==> src/rtl/uart_rx_ctrl_if.sv <==
// Receive controller bus: receiver-side character strobes and APB-side FIFO/status access.
interface uart_rx_ctrl_if #(
    parameter int unsigned AW = 4
);
    logic          baud_tick;
    logic          rx_en;
    logic          rx_done;
    logic [7:0]    rx_data;
    logic          parity_error;
    logic          rd_en;
    logic          flush;
    logic          clr_overrun;
    logic [AW:0]   thresh;
    logic [2:0]    irq_en;
    logic [7:0]    rd_data;
    logic          rd_perr;
    logic          empty;
    logic          full;
    logic [AW:0]   count;
    logic          overrun;
    logic          irq_timeout;
    logic          irq;

    modport master (
        output baud_tick, rx_en, rx_done, rx_data, parity_error,
        output rd_en, flush, clr_overrun, thresh, irq_en,
        input  rd_data, rd_perr, empty, full, count, overrun, irq_timeout, irq
    );

    modport slave (
        input  baud_tick, rx_en, rx_done, rx_data, parity_error,
        input  rd_en, flush, clr_overrun, thresh, irq_en,
        output rd_data, rd_perr, empty, full, count, overrun, irq_timeout, irq
    );
endinterface

==> src/rtl/uart_rx_ctrl.sv <==
// UART receive controller: FWFT character FIFO with parity flags, overrun tracking,
// baud-tick idle timeout and a registered maskable interrupt.
module uart_rx_ctrl #(
    parameter int unsigned DEPTH         = 16,
    parameter int unsigned AW            = 4,
    parameter int unsigned TIMEOUT_TICKS = 40
) (
    input  logic           clk,
    input  logic           rst_n,
    uart_rx_ctrl_if.slave  bus
);
    localparam int unsigned DW = 9;
    localparam int unsigned CW = AW + 1;
    localparam int unsigned TW = 16;

    typedef enum logic [1:0] {
        T_IDLE  = 2'd0,
        T_COUNT = 2'd1,
        T_FIRED = 2'd2
    } state_e;

    logic [DW-1:0] mem_q [DEPTH];
    logic [AW-1:0] wr_ptr_q, wr_ptr_d;
    logic [AW-1:0] rd_ptr_q, rd_ptr_d;
    logic [CW-1:0] count_q, count_d;
    logic          overrun_q, overrun_d;
    logic          irq_timeout_q, irq_timeout_d;
    logic          irq_q, irq_d;
    state_e        state_q, state_d;
    logic [TW-1:0] tick_q, tick_d;

    logic          empty_c, full_c, pop_c, push_c, drop_c, act_c, thr_hit_c;
    logic [DW-1:0] head_c;

    // Status and per-cycle FIFO operations; flush overrides push and pop
    assign empty_c   = (count_q == '0);
    assign full_c    = (count_q == CW'(DEPTH));
    assign pop_c     = bus.rd_en & ~empty_c & ~bus.flush;
    assign push_c    = bus.rx_done & bus.rx_en & (~full_c | (bus.rd_en & ~empty_c)) & ~bus.flush;
    assign drop_c    = bus.rx_done & bus.rx_en & full_c & ~bus.rd_en & ~bus.flush;
    assign act_c     = push_c | pop_c | bus.flush;
    assign thr_hit_c = (bus.thresh != '0) & (count_q >= bus.thresh);
    assign head_c    = mem_q[rd_ptr_q];

    assign bus.rd_data     = empty_c ? 8'h00 : head_c[7:0];
    assign bus.rd_perr     = empty_c ? 1'b0  : head_c[8];
    assign bus.empty       = empty_c;
    assign bus.full        = full_c;
    assign bus.count       = count_q;
    assign bus.overrun     = overrun_q;
    assign bus.irq_timeout = irq_timeout_q;
    assign bus.irq         = irq_q;

    // Pointer, occupancy and overrun next state
    always_comb begin
        wr_ptr_d  = wr_ptr_q;
        rd_ptr_d  = rd_ptr_q;
        count_d   = count_q;
        overrun_d = overrun_q;
        if (bus.flush) begin
            wr_ptr_d = '0;
            rd_ptr_d = '0;
            count_d  = '0;
        end else begin
            if (push_c) wr_ptr_d = wr_ptr_q + AW'(1);
            if (pop_c)  rd_ptr_d = rd_ptr_q + AW'(1);
            if (push_c && !pop_c)      count_d = count_q + CW'(1);
            else if (pop_c && !push_c) count_d = count_q - CW'(1);
        end
        if (drop_c)               overrun_d = 1'b1;
        else if (bus.clr_overrun) overrun_d = 1'b0;
    end

    // Idle-timeout scheduler: counts baud ticks while data waits untouched
    always_comb begin
        state_d       = state_q;
        tick_d        = tick_q;
        irq_timeout_d = irq_timeout_q;
        case (state_q)
            T_IDLE: begin
                tick_d = '0;
                if (count_d != '0) state_d = T_COUNT;
            end
            T_COUNT: begin
                if (act_c) begin
                    tick_d  = '0;
                    state_d = (count_d != '0) ? T_COUNT : T_IDLE;
                end else if (bus.baud_tick) begin
                    tick_d = tick_q + TW'(1);
                    if (tick_q + TW'(1) == TW'(TIMEOUT_TICKS)) begin
                        irq_timeout_d = 1'b1;
                        state_d       = T_FIRED;
                    end
                end
            end
            T_FIRED: begin
                if (act_c) begin
                    irq_timeout_d = 1'b0;
                    tick_d        = '0;
                    state_d       = (count_d != '0) ? T_COUNT : T_IDLE;
                end
            end
            default: begin
                state_d       = T_IDLE;
                tick_d        = '0;
                irq_timeout_d = 1'b0;
            end
        endcase
    end

    // Combined interrupt, registered one cycle behind its sources
    always_comb begin
        irq_d = (thr_hit_c & bus.irq_en[0]) |
                (irq_timeout_q & bus.irq_en[1]) |
                (overrun_q & bus.irq_en[2]);
    end

    // Control and status registers
    always_ff @(posedge clk or negedge rst_n) begin
        if (!rst_n) begin
            wr_ptr_q      <= '0;
            rd_ptr_q      <= '0;
            count_q       <= '0;
            overrun_q     <= 1'b0;
            irq_timeout_q <= 1'b0;
            irq_q         <= 1'b0;
            state_q       <= T_IDLE;
            tick_q        <= '0;
        end else begin
            wr_ptr_q      <= wr_ptr_d;
            rd_ptr_q      <= rd_ptr_d;
            count_q       <= count_d;
            overrun_q     <= overrun_d;
            irq_timeout_q <= irq_timeout_d;
            irq_q         <= irq_d;
            state_q       <= state_d;
            tick_q        <= tick_d;
        end
    end

    // Character storage, {parity_error, rx_data}; contents survive reset
    always_ff @(posedge clk) begin
        if (push_c) mem_q[wr_ptr_q] <= {bus.parity_error, bus.rx_data};
    end
endmodule

==> src/flat_wrapper.sv <==
// flat-port wrapper written by rule: the top's interface ports become plain ports
module uart_rx_ctrl_flat 
#(
    parameter int unsigned DEPTH         = 16,
    parameter int unsigned AW            = 4,
    parameter int unsigned TIMEOUT_TICKS = 40
)
  (clk, rst_n, bus_baud_tick, bus_rx_en, bus_rx_done, bus_rx_data, bus_parity_error, bus_rd_en, bus_flush, bus_clr_overrun, bus_thresh, bus_irq_en, bus_rd_data, bus_rd_perr, bus_empty, bus_full, bus_count, bus_overrun, bus_irq_timeout, bus_irq);
  uart_rx_ctrl_if #(.AW(AW)) bus_i ();
  input  logic clk;
  input  logic rst_n;
  input wire logic [$bits(bus_i.baud_tick)-1:0] bus_baud_tick;
  input wire logic [$bits(bus_i.rx_en)-1:0] bus_rx_en;
  input wire logic [$bits(bus_i.rx_done)-1:0] bus_rx_done;
  input wire logic [$bits(bus_i.rx_data)-1:0] bus_rx_data;
  input wire logic [$bits(bus_i.parity_error)-1:0] bus_parity_error;
  input wire logic [$bits(bus_i.rd_en)-1:0] bus_rd_en;
  input wire logic [$bits(bus_i.flush)-1:0] bus_flush;
  input wire logic [$bits(bus_i.clr_overrun)-1:0] bus_clr_overrun;
  input wire logic [$bits(bus_i.thresh)-1:0] bus_thresh;
  input wire logic [$bits(bus_i.irq_en)-1:0] bus_irq_en;
  output wire logic [$bits(bus_i.rd_data)-1:0] bus_rd_data;
  output wire logic [$bits(bus_i.rd_perr)-1:0] bus_rd_perr;
  output wire logic [$bits(bus_i.empty)-1:0] bus_empty;
  output wire logic [$bits(bus_i.full)-1:0] bus_full;
  output wire logic [$bits(bus_i.count)-1:0] bus_count;
  output wire logic [$bits(bus_i.overrun)-1:0] bus_overrun;
  output wire logic [$bits(bus_i.irq_timeout)-1:0] bus_irq_timeout;
  output wire logic [$bits(bus_i.irq)-1:0] bus_irq;
  assign bus_i.baud_tick = bus_baud_tick;
  assign bus_i.rx_en = bus_rx_en;
  assign bus_i.rx_done = bus_rx_done;
  assign bus_i.rx_data = bus_rx_data;
  assign bus_i.parity_error = bus_parity_error;
  assign bus_i.rd_en = bus_rd_en;
  assign bus_i.flush = bus_flush;
  assign bus_i.clr_overrun = bus_clr_overrun;
  assign bus_i.thresh = bus_thresh;
  assign bus_i.irq_en = bus_irq_en;
  assign bus_rd_data = bus_i.rd_data;
  assign bus_rd_perr = bus_i.rd_perr;
  assign bus_empty = bus_i.empty;
  assign bus_full = bus_i.full;
  assign bus_count = bus_i.count;
  assign bus_overrun = bus_i.overrun;
  assign bus_irq_timeout = bus_i.irq_timeout;
  assign bus_irq = bus_i.irq;
  uart_rx_ctrl #(.DEPTH(DEPTH), .AW(AW), .TIMEOUT_TICKS(TIMEOUT_TICKS)) u_core (.clk(clk), .rst_n(rst_n), .bus(bus_i));
endmodule
==> config.mk <==
export PLATFORM = sky130hd
export DESIGN_NAME = uart_rx_ctrl_flat
export DESIGN_NICKNAME = d
export VERILOG_FILES = /design/src/rtl/uart_rx_ctrl_if.sv /design/src/rtl/uart_rx_ctrl.sv /design/src/flat_wrapper.sv
export SDC_FILE = /design/constraint.sdc
export NUM_CORES = 1
export LEC_CHECK = 0
export BUFFER_PORTS_ARGS = -buffer_cell sky130_fd_sc_hd__buf_2
export CORE_ASPECT_RATIO = 0.5
export CORE_UTILIZATION = 25
export DETAILED_ROUTE_END_ITERATION = 10
export PLACE_DENSITY = 0.42
export SETUP_SLACK_MARGIN = 0.4
export SYNTH_ARGS = -nofsm -noshare
export SYNTH_HDL_FRONTEND = slang
export SYNTH_SLANG_ARGS = --single-unit
==> constraint.sdc <==
create_clock -name clk -period 3.8 [get_ports clk]
set_clock_uncertainty 0.05 [all_clocks]
set_input_delay 0.76 -clock clk [delete_from_list [all_inputs] [get_ports clk]]
set_output_delay 0.76 -clock clk [all_outputs]
set_load 0.005 [all_outputs]
== Word level (Yosys, flattened, before mapping) ==
Memories as Yosys holds them, arrays and structs flattened.
Cells that the tools add are included.

* Register bits: 34
* Bits in writable memories: 144
* Input port bits: 25
* Output and inout port bits: 19
* Logic and storage cells: 91
* Memories kept: 1

* Add/subtract/negate cells: 5
* Order comparisons: 1
* Eq/ne operators: 11
* Muxes and demuxes: 29
* Bitwise logic cells: 22
* Reduce and logical (&&, ||, !) cells: 14

{| class="wikitable"
|+ Memories
! memory !! depth !! width !! read ports !! clocked after memory_dff !! write ports !! RTL line !! RTL
|-
| u_core.mem_q || 16 || 9 || 1 || 0 || 1 || uart_rx_ctrl.sv:22 || <nowiki>logic [DW-1:0] mem_q [DEPTH];</nowiki>
|}

{| class="wikitable"
|+ Operators with widths
! cell !! count
|-
| $mux 16 || 3
|-
| $pmux 16 s2 || 1
|-
| $add 16x1->16 const B || 1
|-
| $eq 16x6->1 const B || 1
|-
| $mux 4 || 4
|-
| $mux 5 || 3
|-
| $and 1x1->1 || 12
|-
| $mux 1 || 10
|-
| $mux 2 || 5
|-
| $reduce_bool 5->1 || 2
|-
| $add 4x1->4 const B || 2
|-
| $mux 8 || 1
|-
| $ne 2x1->1 const B || 3
|-
| $pmux 2 s3 || 1
|-
| $reduce_bool 2->1 || 3
|-
| $add 5x1->5 const B || 1
|-
| $eq 5x5->1 const B || 1
|-
| $ge 5x5->1 || 1
|-
| $logic_not 5->1 || 1
|-
| $not 1->1 || 5
|-
| $or 1x1->1 || 5
|-
| $reduce_and 5->1 || 1
|-
| $sub 5x1->5 const B || 1
|-
| $ne 2x2->1 const B || 2
|-
| other kinds (10) || 12
|}

== Logic depth before layout (Yosys ltp) ==
* Depth after elaboration: 15
* Gate-level depth with buffers: 10
* Mapped depth without buffers: 9

== Least setup slack after synthesis ==
OpenSTA, ideal clock, no wires.

* Path kind: reg2out
* From: reg u_core.rd_ptr_q[0]
* To: out bus_rd_perr
* Data arrival time: 2.083 ns
* Required time: 2.990 ns
* Setup slack: 0.907 ns
* Stages on the path, launching flop included: 6
* Buffers on the path: 2
* Cells stage by stage: dfrtp_1 -> buf_2 -> buf_2 -> mux4_2 -> mux4_2 -> and2_1

* Word-level cells in the longest chain between the ends: 2

{| class="wikitable"
|+ Ends and longest elaborated chain
! element !! RTL line !! RTL
|-
| start: declaration || uart_rx_ctrl.sv:24 || <nowiki>logic [AW-1:0] rd_ptr_q, rd_ptr_d;</nowiki>
|-
| start signal: assignment || uart_rx_ctrl.sv:131 || <nowiki>rd_ptr_q <= rd_ptr_d;</nowiki>
|-
| $mem_v2 16x9 || n/a ||
|-
| $mux 1 || uart_rx_ctrl.sv:46 || <nowiki>assign bus.rd_perr = empty_c ? 1'b0 : head_c[8];</nowiki>
|-
| end: declaration || flat_wrapper.sv:23 || <nowiki>output wire logic [$bits(bus_i.rd_perr)-1:0] bus_rd_perr;</nowiki>
|}

Every way passes these cells.

== Final worst setup path ==
Ends and elaborated chain as after synthesis.

==> results summary <==
The number of global-route vias before repair came out at 4,532. In the post-synthesis netlist, the biggest area contributors are edfxtp_1 (55%), mux4_2 (13%), dfrtp_1 (11%), ha_1 (2.2%), nor2_1 (1.6%). The post-route clock period utilization came out at 0.865. The number of detailed-routing iterations run before antenna repair is 5. The wire length per cell is 19.0 µm.

The latest clock arrival within the worst-skew pair came out at 0.44 ns. The number of endpoints with negative hold slack in the final report was 0. The maximum vdd ir drop came out at 0.264 mV. The critical path goes through buf_12, mux4_2, mux4_2, and2_1, buf_2. Once placement completed, the tool counted placed cells totaling 959.

The count of state elements after synthesis came out at 178. The top fanout value on the critical path is 16. The shortest period the worst path allows came out at 3.29 ns. STA classifies the critical path startpoint as a flip-flop. The worst register-to-register path begins at u_core.bus.count[0]. The final weighted congestion in routability-driven placement is 0.707. The net switching power came out at 0.00150 W.

Of the total power, combinational logic draws 0.251. In this run the cell area of the synthesized design comes to 0.00779 mm². The boundary pin count came out at 44. The number of different library cells in the post-synthesis netlist is 59.

The net count after synthesis is 527. The classification of the worst setup path is reg2out. The worst setup path is captured at an output pin. The HPWL after detailed placement came out at 11,600 µm. The leakage power total came out at 3.16 nW. For the pin with the worst max-slew slack, the measured transition is 1.01 ns. The count of cells in the finished layout, fillers not included, comes to 991. Among all flip-flop cells after synthesis, the most frequent one is edfxtp_1. The number of enable flip-flop cells after synthesis came out at 144. Of the total power, registers draw 0.416. The number of antenna-violating nets in the routed design is 0.

The cell row count is 45. The final number of setup-violating endpoints is 0. The number of antenna diodes in the final layout is 0. The delay of the slowest critical-path stage came out at 0.54 ns.

The worst path required time is 2.99 ns. The number of clock sinks came out at 178. The pin count of the biggest net entering global routing came out at 35. The count of maximum capacitance violations is 0. The fraction of final layout cells sized beyond drive strength 1 came out at 0.289. The multi-input logic area is 0.00252 mm². The root buffer selected by CTS is clkbuf_16.

STA puts the critical path data arrival time at 2.48 ns. Compared with the post-synthesis result, the final layout area differs by 19.4%. The setup slack on the worst flop-to-flop path came out at 0.94 ns. The worst hold path belongs to the class in2async.

The total negative slack for setup checks came out at 0 ns. The number of inserted filler cells in the final layout came out at 3,078. The die outline height came out at 127 µm. In this run the mean area of a mapped cell was 16.0 µm². The effective utilization at floorplan is 0.255. The footprint of the flip-flops and latches came out at 0.00518 mm². The die width is 252 µm.

The number of antenna violations at the first check in global routing came out at 0. The maximum buffer depth of the clock tree came out at 2. Of all flip-flops after synthesis, the portion carrying an async set or reset was 0.191.

The first-pass GRT wire length is 28,600 µm. After global routing the overflow that remains totals 0. The placeable core region is 0.0305 mm². Using the TritonRoute via totals, the vias-per-cell ratio works out to 4.42. The synthesis warning total is 0. The fraction of the yosys area taken by sequential cells came out at 0.664. The post-synthesis instance total came out at 488. The share of synthesized area in the top cell type comes to 0.555. Setup repair after global routing left no endpoint under its margin. The internal power component is 0.00389 W. The cell depth of the worst flop-to-flop path is 9.

Of the total power, the share spent switching nets is 0.278. The maximum level of the CTS H-tree is 4. The critical path ends at bus_rd_perr. For this design the ratio of total power to cell area is 578 mW/mm².

After clock tree synthesis, the clock-pin slew on the worst setup and hold paths is 0.06 ns. The timing-limited maximum frequency came out at 0.304 GHz. The endpoint identified for the worst register-to-register timing path is u_core.tick_q[6]. The cell type with the highest occurrence count on the critical path is mux4_2. The clock network fraction of design power came out at 0.334. Buffers inserted during clock tree synthesis total 17.

The total count of max-transition violations in the final report came to 0. The cell type with the highest aggregate area in the netlist is edfxtp_1. The total detailed-routing wirelength is 18,900 µm.

The number of nets in the layout came out at 595. The port buffer count is 43. The headroom to the max-slew limit came out at 0.321. The first routing iteration left 291 violations. The worst slack on hold paths came out at 0.381 ns.

The flow ran to the end, and the final reports show no timing, DRC or antenna violations. The number of post-CTS setup repair buffers came out at 0. In this run the worst setup path begins at u_core.rd_ptr_q[0]. TritonCTS built the clock tree. The detailed router placed 4,380 vias in this run. Among all stages on the critical path, the largest delay is contributed by mux4_2. The area of the die came out at 0.0319 mm². Across every metal layer, demand over resource in global routing totals 0.125.

The number of remaining DRC errors came out at 0.
## how the worst min path moves through the flow
stage	endpoint	cells after the start
2_1_floorplan	u_core.bus.count[0]	0
3_3_place_gp	u_core.tick_q[15]	1
3_5_place_dp	u_core.tick_q[15]	1
4_1_cts	u_core.bus.count[1]	1
5_1_grt	u_core.bus.count[1]	1
6_report	u_core.bus.irq	1
## stage by stage
step / util / area (µm²) / worst slack [ns] / power, W
after floorplan: - / 7790 / 0.907 / 0.00317
after global placement: 0.285 / 8690 / 0.893 / 0.00362
after detailed placement: 0.285 / 8690 / 0.862 / 0.00362
after CTS: 0.304 / 9280 / 0.440 / 0.00542
after global routing: 0.305 / 9310 / 0.437 / 0.00563
final: 0.305 / 9310 / 0.514 / 0.00538
## routing by layer
layer  vias to the layer above  global-route usage  share of wire
met2                        61               0.195           0.47
li1                       2057                   -              -
met5                         -                   0              0
met1                      2246               0.171           0.47
met4                         0              0.0369          0.010
met3                        16              0.0310          0.042
## logic make-up (layout without fill, tap and decap cells)
group                    after synthesis  count (layout)  share of synthesized area
AND/OR/NAND/NOR                      139             139                     0.0947
buffers and inverters                 33             113                     0.0173
XOR/XNOR                              10              10                     0.0112
adder cells (fa/ha/maj)               15              15                     0.0238
flip-flops                           178             178                      0.664
multiplexers                          48              48                      0.134
AO/OA/AOI/OAI                         65              65                     0.0549
## layout make-up
class,count,area share
multi-input cells,277,0.271
flip-flops and latches,178,0.557
clock inverters,12,0.0167
clock buffers,19,0.0465
well taps,423,0.0569
inverters,14,0.00565
repair buffers,68,0.0469
## what timing repair did
action	4_1_cts	5_1_grt
hold buffers	0	0
gates resized for setup	1	1
setup endpoints to repair	1	2
cloned	0	1
## sequential cells by signal, summed over array words and instances (netlist names), 2 cells and up
name,cells
u_core.state_q,2
u_core.mem_q,144
u_core.bus.count,5
u_core.tick_q,16
u_core.wr_ptr_q,4
u_core.rd_ptr_q,4
## power groups by stage
stage / Sequential, W / Combinational (W) / Clock, W
after floorplan: 0.00224 / 0.000926 / 0
after global placement: 0.00227 / 0.00135 / 0
after detailed placement: 0.00227 / 0.00135 / 0
after CTS: 0.00223 / 0.00135 / 0.00184
after global routing: 0.00225 / 0.00148 / 0.00191
final: 0.00224 / 0.00135 / 0.00180
## worst max-delay path, delay by kind of cell, from the launching register on
kind	cells	cell delay, ns
buffers and inverters	2	0.33
flip-flops	1	0.45
multiplexers	2	1.07
AND/OR/NAND/NOR	1	0.18
## cell usage in the layout (no fill, tap or decap), types with 14 or more instances in the layout
| master | Yosys | final |
|---|---|---|
| edfxtp_1 | 144 | 144 |
| mux4_2 | 45 | 45 |
| buf_2 | 6 | 43 |
| nor2_1 | 33 | 33 |
| dfrtp_1 | 34 | 32 |
| nand2_1 | 23 | 23 |
| buf_4 | 1 | 22 |
| clkbuf_16 | 0 | 18 |
| nand3_1 | 17 | 17 |
| o21ai_0 | 16 | 16 |
| and2_1 | 15 | 15 |
| ha_1 | 14 | 14 |
## Yosys cell counts (all sizes together) (3+ instances only)
| master | number |
|---|---|
| or3 | 3 |
| a21o | 3 |
| ha | 14 |
| nand3 | 18 |
| dfrtp | 34 |
| xnor2 | 5 |
| buf | 8 |
| nand2b | 5 |
| nand2 | 23 |
| inv | 13 |
| and3 | 3 |
| o21ai | 27 |
| clkbuf | 11 |
| nor3 | 13 |
| edfxtp | 144 |
| o31ai | 7 |
| nand4 | 5 |
| a211oi | 3 |
| nor2b | 8 |
| xor2 | 5 |
| a21oi | 8 |
| o41ai | 3 |
| and2 | 15 |
| nor4 | 3 |
| nor2 | 33 |
| mux4 | 45 |
No activity file was read; power rests on OpenSTA's default activity.
